### src/rtl/sevseg_pkg.sv
// Shared constants for the seven-segment display blocks: the glyph table,
// the segment bit order and the "dark" values for segments and digit selects.
package sevseg_pkg;

  // Widest display bank the scan driver supports.
  localparam int MAX_DIGITS = 8;

  // Segment bit order inside the 7-bit {a,b,c,d,e,f,g} vector.
  localparam int SEG_A = 6;
  localparam int SEG_B = 5;
  localparam int SEG_C = 4;
  localparam int SEG_D = 3;
  localparam int SEG_E = 2;
  localparam int SEG_F = 1;
  localparam int SEG_G = 0;

  // All segments off, and all digit selects inactive (active-low selects).
  localparam logic [6:0]            SEG_OFF = 7'b0000000;
  localparam logic [MAX_DIGITS-1:0] SEL_OFF = '1;

  // Highest code that is a plain decimal digit.
  localparam logic [3:0] LAST_DEC_CODE = 4'd9;

  // Glyphs for codes 0..15; entry n is GLYPH_TABLE[n]. Codes 10..15 hold the
  // hex letters A, b, C, d, E, F so that one table serves both builds.
  localparam logic [15:0][6:0] GLYPH_TABLE = {
    7'b1000111,  // F
    7'b1001111,  // E
    7'b0111101,  // d
    7'b1001110,  // C
    7'b0011111,  // b
    7'b1110111,  // A
    7'b1111011,  // 9
    7'b1111111,  // 8
    7'b1110000,  // 7
    7'b1011111,  // 6
    7'b1011011,  // 5
    7'b0110011,  // 4
    7'b1111001,  // 3
    7'b1101101,  // 2
    7'b0110000,  // 1
    7'b1111110   // 0
  };

  // Raw table lookup, without any decision about how codes 10..15 render.
  function automatic logic [6:0] glyph_lookup(input logic [3:0] code);
    return GLYPH_TABLE[code];
  endfunction

endpackage

### src/rtl/seven_seg_glyph.sv
// Combinational 4-bit code to {a,b,c,d,e,f,g} glyph decoder.
// Define SEVSEG_HEX_EN to render codes 10..15 as A b C d E F; without it
// those codes render as a blank digit.
module seven_seg_glyph
  import sevseg_pkg::*;
(
  input  logic [3:0] code,
  output logic [6:0] glyph
);

  // Table lookup; the non-decimal codes are either shown as hex or blanked.
  always_comb begin
`ifdef SEVSEG_HEX_EN
    glyph = glyph_lookup(code);
`else
    glyph = (code > LAST_DEC_CODE) ? SEG_OFF : glyph_lookup(code);
`endif
  end

endmodule

### src/rtl/seven_seg_scan_driver.sv
// Time-multiplexed driver for a DIGITS-wide seven-segment display bank.
// One digit is lit at a time for DIV clock cycles. Inputs are captured once
// per frame, on the edge that lights digit 0, so a frame never tears.
// Optional build macro: SEVSEG_HEX_EN (hex letters for codes 10..15,
// handled inside seven_seg_glyph).
module seven_seg_scan_driver
  import sevseg_pkg::*;
#(
  parameter int DIGITS = 4,
  parameter int DIV    = 50000
) (
  input  logic                  clk,
  input  logic                  rst,
  input  logic [4*DIGITS-1:0]   data,
  input  logic [DIGITS-1:0]     dp,
  input  logic                  blank_lz,
  output logic [6:0]            seg,
  output logic                  seg_dp,
  output logic [DIGITS-1:0]     sel,
  output logic                  frame_start
);

  localparam int PW = (DIV > 1) ? $clog2(DIV) : 1;
  localparam int IW = (DIGITS > 1) ? $clog2(DIGITS) : 1;

  localparam logic [PW-1:0]     PRESC_LAST = PW'(DIV - 1);
  localparam logic [IW-1:0]     IDX_LAST   = IW'(DIGITS - 1);
  localparam logic [DIGITS-1:0] SEL_DARK   = SEL_OFF[DIGITS-1:0];
  localparam logic [DIGITS-1:0] SEL_ONE    = DIGITS'(1);

  logic [PW-1:0]       presc;
  logic                tick;
  logic [IW-1:0]       idx;
  logic [IW-1:0]       idx_next;
  logic                wrap;

  logic [4*DIGITS-1:0] snap_data;
  logic [DIGITS-1:0]   snap_dp;
  logic                snap_blz;

  logic [4*DIGITS-1:0] view_data;
  logic [DIGITS-1:0]   view_dp;
  logic                view_blz;

  logic [3:0]          digit_codes [DIGITS];
  logic [DIGITS-1:0]   lz_mask;
  logic                zero_run;

  logic [3:0]          cur_code;
  logic [6:0]          cur_glyph;
  logic [6:0]          seg_next;
  logic [DIGITS-1:0]   sel_next;
  logic                dp_next;

  assign tick = (presc == PRESC_LAST);

  // Prescaler: counts 0..DIV-1 and wraps; its terminal count is the tick.
  always_ff @(posedge clk or posedge rst) begin
    if (rst) begin
      presc <= '0;
    end else if (tick) begin
      presc <= '0;
    end else begin
      presc <= presc + 1'b1;
    end
  end

  // Digit index that the coming tick will light, wrapping after the last digit.
  always_comb begin
    idx_next = '0;
    if (idx != IDX_LAST) begin
      idx_next = idx + 1'b1;
    end
  end

  assign wrap = tick && (idx_next == '0);

  // Index register; starts on the last digit so the first tick lands on digit 0.
  always_ff @(posedge clk or posedge rst) begin
    if (rst) begin
      idx <= IDX_LAST;
    end else if (tick) begin
      idx <= idx_next;
    end
  end

  // Frame snapshot, taken only on the edge that lights digit 0.
  always_ff @(posedge clk or posedge rst) begin
    if (rst) begin
      snap_data <= '0;
      snap_dp   <= '0;
      snap_blz  <= 1'b0;
    end else if (wrap) begin
      snap_data <= data;
      snap_dp   <= dp;
      snap_blz  <= blank_lz;
    end
  end

  // Values the outgoing digit is rendered from: on a frame edge digit 0 must
  // show the freshly captured inputs, otherwise the held snapshot.
  always_comb begin
    view_data = wrap ? data     : snap_data;
    view_dp   = wrap ? dp       : snap_dp;
    view_blz  = wrap ? blank_lz : snap_blz;
  end

  // Split the packed digit vector into per-digit codes.
  always_comb begin
    for (int i = 0; i < DIGITS; i++) begin
      digit_codes[i] = view_data[4*i +: 4];
    end
  end

  // Leading-zero mask: walk down from the top digit while codes are zero;
  // digit 0 is never part of the mask and any nonzero code ends the run.
  always_comb begin
    lz_mask  = '0;
    zero_run = 1'b1;
    for (int i = DIGITS - 1; i >= 1; i--) begin
      zero_run   = zero_run & (digit_codes[i] == 4'd0);
      lz_mask[i] = view_blz & zero_run;
    end
  end

  assign cur_code = digit_codes[idx_next];

  seven_seg_glyph u_glyph (
    .code  (cur_code),
    .glyph (cur_glyph)
  );

  // Next output values for the digit the coming tick lights.
  always_comb begin
    seg_next = lz_mask[idx_next] ? SEG_OFF : cur_glyph;
    sel_next = ~(SEL_ONE << idx_next);
    dp_next  = view_dp[idx_next];
  end

  // Registered display outputs: updated on ticks, dark until the first one.
  always_ff @(posedge clk or posedge rst) begin
    if (rst) begin
      seg    <= SEG_OFF;
      seg_dp <= 1'b0;
      sel    <= SEL_DARK;
    end else if (tick) begin
      seg    <= seg_next;
      seg_dp <= dp_next;
      sel    <= sel_next;
    end
  end

  // Frame-start pulse: high only for the cycle after digit 0 is lit.
  always_ff @(posedge clk or posedge rst) begin
    if (rst) begin
      frame_start <= 1'b0;
    end else begin
      frame_start <= wrap;
    end
  end

endmodule
### config.mk
export PLATFORM = sky130hd
export DESIGN_NAME = seven_seg_scan_driver
export DESIGN_NICKNAME = d
export VERILOG_FILES = /design/src/rtl/sevseg_pkg.sv /design/src/rtl/seven_seg_glyph.sv /design/src/rtl/seven_seg_scan_driver.sv
export SDC_FILE = /design/constraint.sdc
export NUM_CORES = 1
export LEC_CHECK = 0
export CORE_AREA = 2 2 73 75
export DETAILED_ROUTE_END_ITERATION = 10
export DIE_AREA = 0 0 75 77
export MAX_ROUTING_LAYER = met4
export PLACE_DENSITY = 0.82
export SYNTH_ARGS = -nofsm -noshare
export SYNTH_HDL_FRONTEND = slang
export SYNTH_HIERARCHICAL = 1
export SYNTH_SLANG_ARGS = --single-unit
### constraint.sdc
create_clock -name clk -period 4.2 [get_ports clk]
set_clock_uncertainty 0.2 [all_clocks]
set_input_delay 0.63 -clock clk [delete_from_list [all_inputs] [get_ports clk]]
set_output_delay 0.63 -clock clk [all_outputs]
set_load 0.01 [all_outputs]
==> summary.md <==
| Metric | Value |
|---|---|
| Synth unique cells | 40 |
| Last weighted congestion value of the routability-driven placer | 0.859 |
| Relative contribution of the clock network to total power | 35.1% |
| Mean cell area of the mapped netlist | 11.9 µm² |
| Share of synthesized area occupied by flip-flops and latches | 48.9% |
| GRT Max-Usage Layer | met2 |
| Final non-filler cell total | 335 |
| Met3 Use GR | 3.15% |
| Final cell utilization of the core | 63.8% |
| Max IR drop VDD | 0.150 mV |
| Worst Path Max Fanout | 15 |
| Setup repair after global routing missed its margin | false |
| IO Port Bufs | 35 |
| Global routing usage on met1 | 28.8% |
| Number of placed cells counting well taps | 327 |
| DRC errors left | 0 |
| Clock slew at reported path FFs | 0.09 ns |
| Routed WL per cell | 14.6 µm |
| DP Wirelength | 3.59 mm |
| Number of cells upsized or downsized after cts | 0 |
| FF-to-FF path depth | 12 |
| Worst relative slew slack | 27.5% |
| Initial antenna violation count | 0 |
| Count of cells along the worst hold path | 2 |
| Fin. max-slew vios | 0 |
| Diode count | 0 |
| Htree depth | 2 |
| TritonCTS sink count | 52 |
| Global route total overflow | 0 |
| Share of post-route cells with drive strength above 1 | 20.0% |
| Storage cell area | 1310 µm² |
| Largest net degree at the start of global routing | 53 |
| Clock Tree Buf Depth | 2 |
| Final hold viol count | 0 |
| Wire length of the first global-routing pass | 8.66 mm |
| I/O pin cnt | 36 |
| Share of synthesized flip-flops with an asynchronous set or reset | 100% |
| Ratio of total power to cell area | 258 nW/µm² |
| Number of nets in the layout | 298 |
| Number of flops mapped to enable cells by yosys | 0 |
| Combined area of all synthesized cells | 2680 µm² |
| Final wirelength | 4.89 mm |
| Data arrival time of the critical path | 3.85 ns |
| Flip-flop and latch count after synthesis | 52 |
| Share of power burned in registers | 61.1% |
| First DRT Iteration DRCs | 115 |
| First-pass iteration count of the detailed router | 4 |
| Combined area of the multi-input logic cells | 1280 µm² |
| Max Cap Violations | 0 |
| TritonCTS Buffers | 5 |
| Setup Viol. Count Final | 0 |
| Post-CTS Repair Setup Buffers | 0 |
| Class of the worst hold path | register to register |
| Die span in x | 75 µm |
| Total number of placement rows | 26 |
| Clock tree from TritonCTS | done |
| Hold bufs inserted after CTS | 0 |
| Routing usage on met2 | 28.9% |
| Max Clk Rate | 0.258 GHz |
| Run status | complete, no violations |
| Total GRT Usage | 20.0% |
| Dominant synthesized flop cell | dfrtp_1 |
| Worst-margin pin slew | 1.08 ns |
| Mapped Cells | 226 |
| Critical Path Source Type | register |
| Standard cell core area | 4980 µm² |
| Cell internal pwr | 0.654 mW |
| Startpoint-to-endpoint class of the critical path | register to register |
| Ratio of routed vias to standard cells | 5.43 |
| Area delta synth->final | 18.6% |
| Starting density of the core | 53.8% |
| Share of total power consumed by net switching | 20.3% |
| Required time of the critical path | 4.18 ns |
| Number of routed nets with antenna violations | 0 |
| Root buffer cell | clkbuf_8 |
| Warnings, synthesis | 6 |
| Filler Cells Inserted | 397 |
| Aggregate negative setup slack | 0 ns |
| Net Switching | 0.166 mW |
| Die span in y | 77 µm |
| Via Count | 1818 |
| Combinational power share | 3.9% |
| Kind of end point of the critical path | register |
| Insertion delay of the later-clocked pin in the worst-skew pair | 0.30 ns |
| Static leakage | 1.43 nW |
| Via count of the first global-routing pass | 1844 |
| Total nets after synthesis | 260 |
| Period utilisation layout | 92.2% |
| Final critical-path required period | 3.87 ns |
| Die area | 5780 µm² |
-- path summary, 6_finish.rpt --
| path | from | end | slack, ns |
|---|---|---|---|
| setup / recovery | presc[11]$_DFF_PP0_ | seg[3]$_DFFE_PP0N_ | 0.33 |
| hold / removal | sel[3]$_DFFE_PP1N_ | sel[3]$_DFFE_PP1N_ | 0.28 |
| setup reg to reg | presc[11]$_DFF_PP0_ | seg[3]$_DFFE_PP0N_ | 0.33 |
| hold reg to reg | sel[3]$_DFFE_PP1N_ | sel[3]$_DFFE_PP1N_ | 0.28 |
| max in group asynchronous | rst | snap_data[12]$_DFF_PP0_ | 2.46 |
| min in group asynchronous | rst | seg[1]$_DFFE_PP0N_ | 0.69 |
-- registers in the layout (all words and copies together), names as in the netlist --
| signal | cells |
|---|---|
| snap_dp | 4 |
| snap_data | 16 |
| seg | 7 |
| seg_dp | 1 |
| idx | 2 |
| snap_blz | 1 |
| sel | 4 |
| frame_start | 1 |
| presc | 16 |
-- area by class of cell --
| cell class | instances | share of cell area [%] |
|---|---|---|
| Multi-Input combinational cell | 158 | 40.3 |
| Timing Repair Buffer | 39 | 12.0 |
| Clock buffer | 8 | 2.84 |
| Sequential cell | 52 | 41.2 |
| Inverter | 8 | 0.945 |
| Tap cell | 70 | 2.76 |
-- cells in the final DEF, fill, tap and decap left out, types with 2 or more instances in the layout --
master            n
or4_1             2
buf_4             4
ha_1             11
a21oi_1          11
xor2_1            9
clkbuf_1          2
inv_1             7
nand4_1           3
o21ai_0          10
clkdlybuf4s50_1  35
a21o_1            2
xnor2_1           3
mux4_2            5
nor3_1            3
mux2_2           24
nand3_1           8
nand2_1          17
nor2_1           16
mux2i_1           9
dfrtp_1          46
o32ai_1           2
clkbuf_8          6
dfstp_2           6
nor4_1            6
and3_1            2
-- cell families (layout without fill, tap and decap cells) --
group / count (synthesis) / after routing / share of synthesized area [%]
AOI/OAI and AO/OA: 32 / 32 / 7.85
and+or+nand+nor: 64 / 64 / 12.7
DFF: 52 / 52 / 48.9
xor gates and xnor gates: 12 / 12 / 3.92
buffers and inverters: 16 / 55 / 3.36
muxes: 39 / 39 / 18.2
adders and majority gates: 11 / 11 / 5.14
-- cell usage after synthesis, types with 2 or more instances --
cell type,count,share of area [%]
xor2_1,9,2.9
buf_6,3,1.3
a21oi_1,11,2.1
mux4_2,5,4.2
dfstp_2,6,5.9
a21o_1,2,0.56
nand2_1,17,2.4
o21ai_0,10,1.9
nand3_1,8,1.5
and3_1,2,0.47
dfrtp_1,46,43
inv_1,8,1.1
buf_4,2,0.56
nor3_1,3,0.56
mux2i_1,9,3.4
mux2_2,24,10
xnor2_1,3,0.98
nor2_1,16,2.2
buf_1,2,0.28
o32ai_1,2,0.65
ha_1,11,5.1
nor4_1,6,1.4
or4_1,2,0.56
nand4_1,3,0.70
-- power by group through the flow --
stage                     combinational [mW]  sequential, mW  clock [mW]
after detailed placement              0.0328           0.510           0
after CTS                             0.0329           0.501       0.296
after global placement                0.0328           0.510           0
after global routing                  0.0358           0.501       0.320
final                                 0.0317           0.500       0.287
after floorplan                      0.00806           0.510           0
-- through the flow --
| step | instance area (µm²) | worst slack (ns) | hold slack (ns) | power, mW |
|---|---|---|---|---|
| finish | 3180 | 0.328 | 0.280 | 0.820 |
| global route | 3180 | 0.0549 | 0.315 | 0.856 |
| CTS | 3180 | 0.343 | 0.287 | 0.829 |
| detailed placement | 3090 | 0.363 | 0.274 | 0.543 |
| global placement | 3090 | 0.436 | 0.267 | 0.543 |
| floorplan | 2680 | 0.431 | 0.253 | 0.518 |
-- worst max-delay path, stage by stage, from the launching register on --
cell,delay [ns]
dfrtp_1,0.44
or4b_4,0.58
nor4_4,0.26
buf_4,0.26
mux2_2,0.38
mux4_2,0.54
inv_1,0.14
ha_1,0.32
mux2i_1,0.22
o22a_1,0.16
o22ai_2,0.07
mux2i_1,0.13
a21oi_1,0.06
-- layer usage --
| layer | vias to the layer above | wire length, µm |
|---|---|---|
| met5 | - | 0 |
| met4 | 0 | 63 |
| met3 | 4 | 189 |
| met2 | 40 | 2360 |
| met1 | 888 | 2280 |
| li1 | 886 | - |
Power figures use the tool's default switching activity.
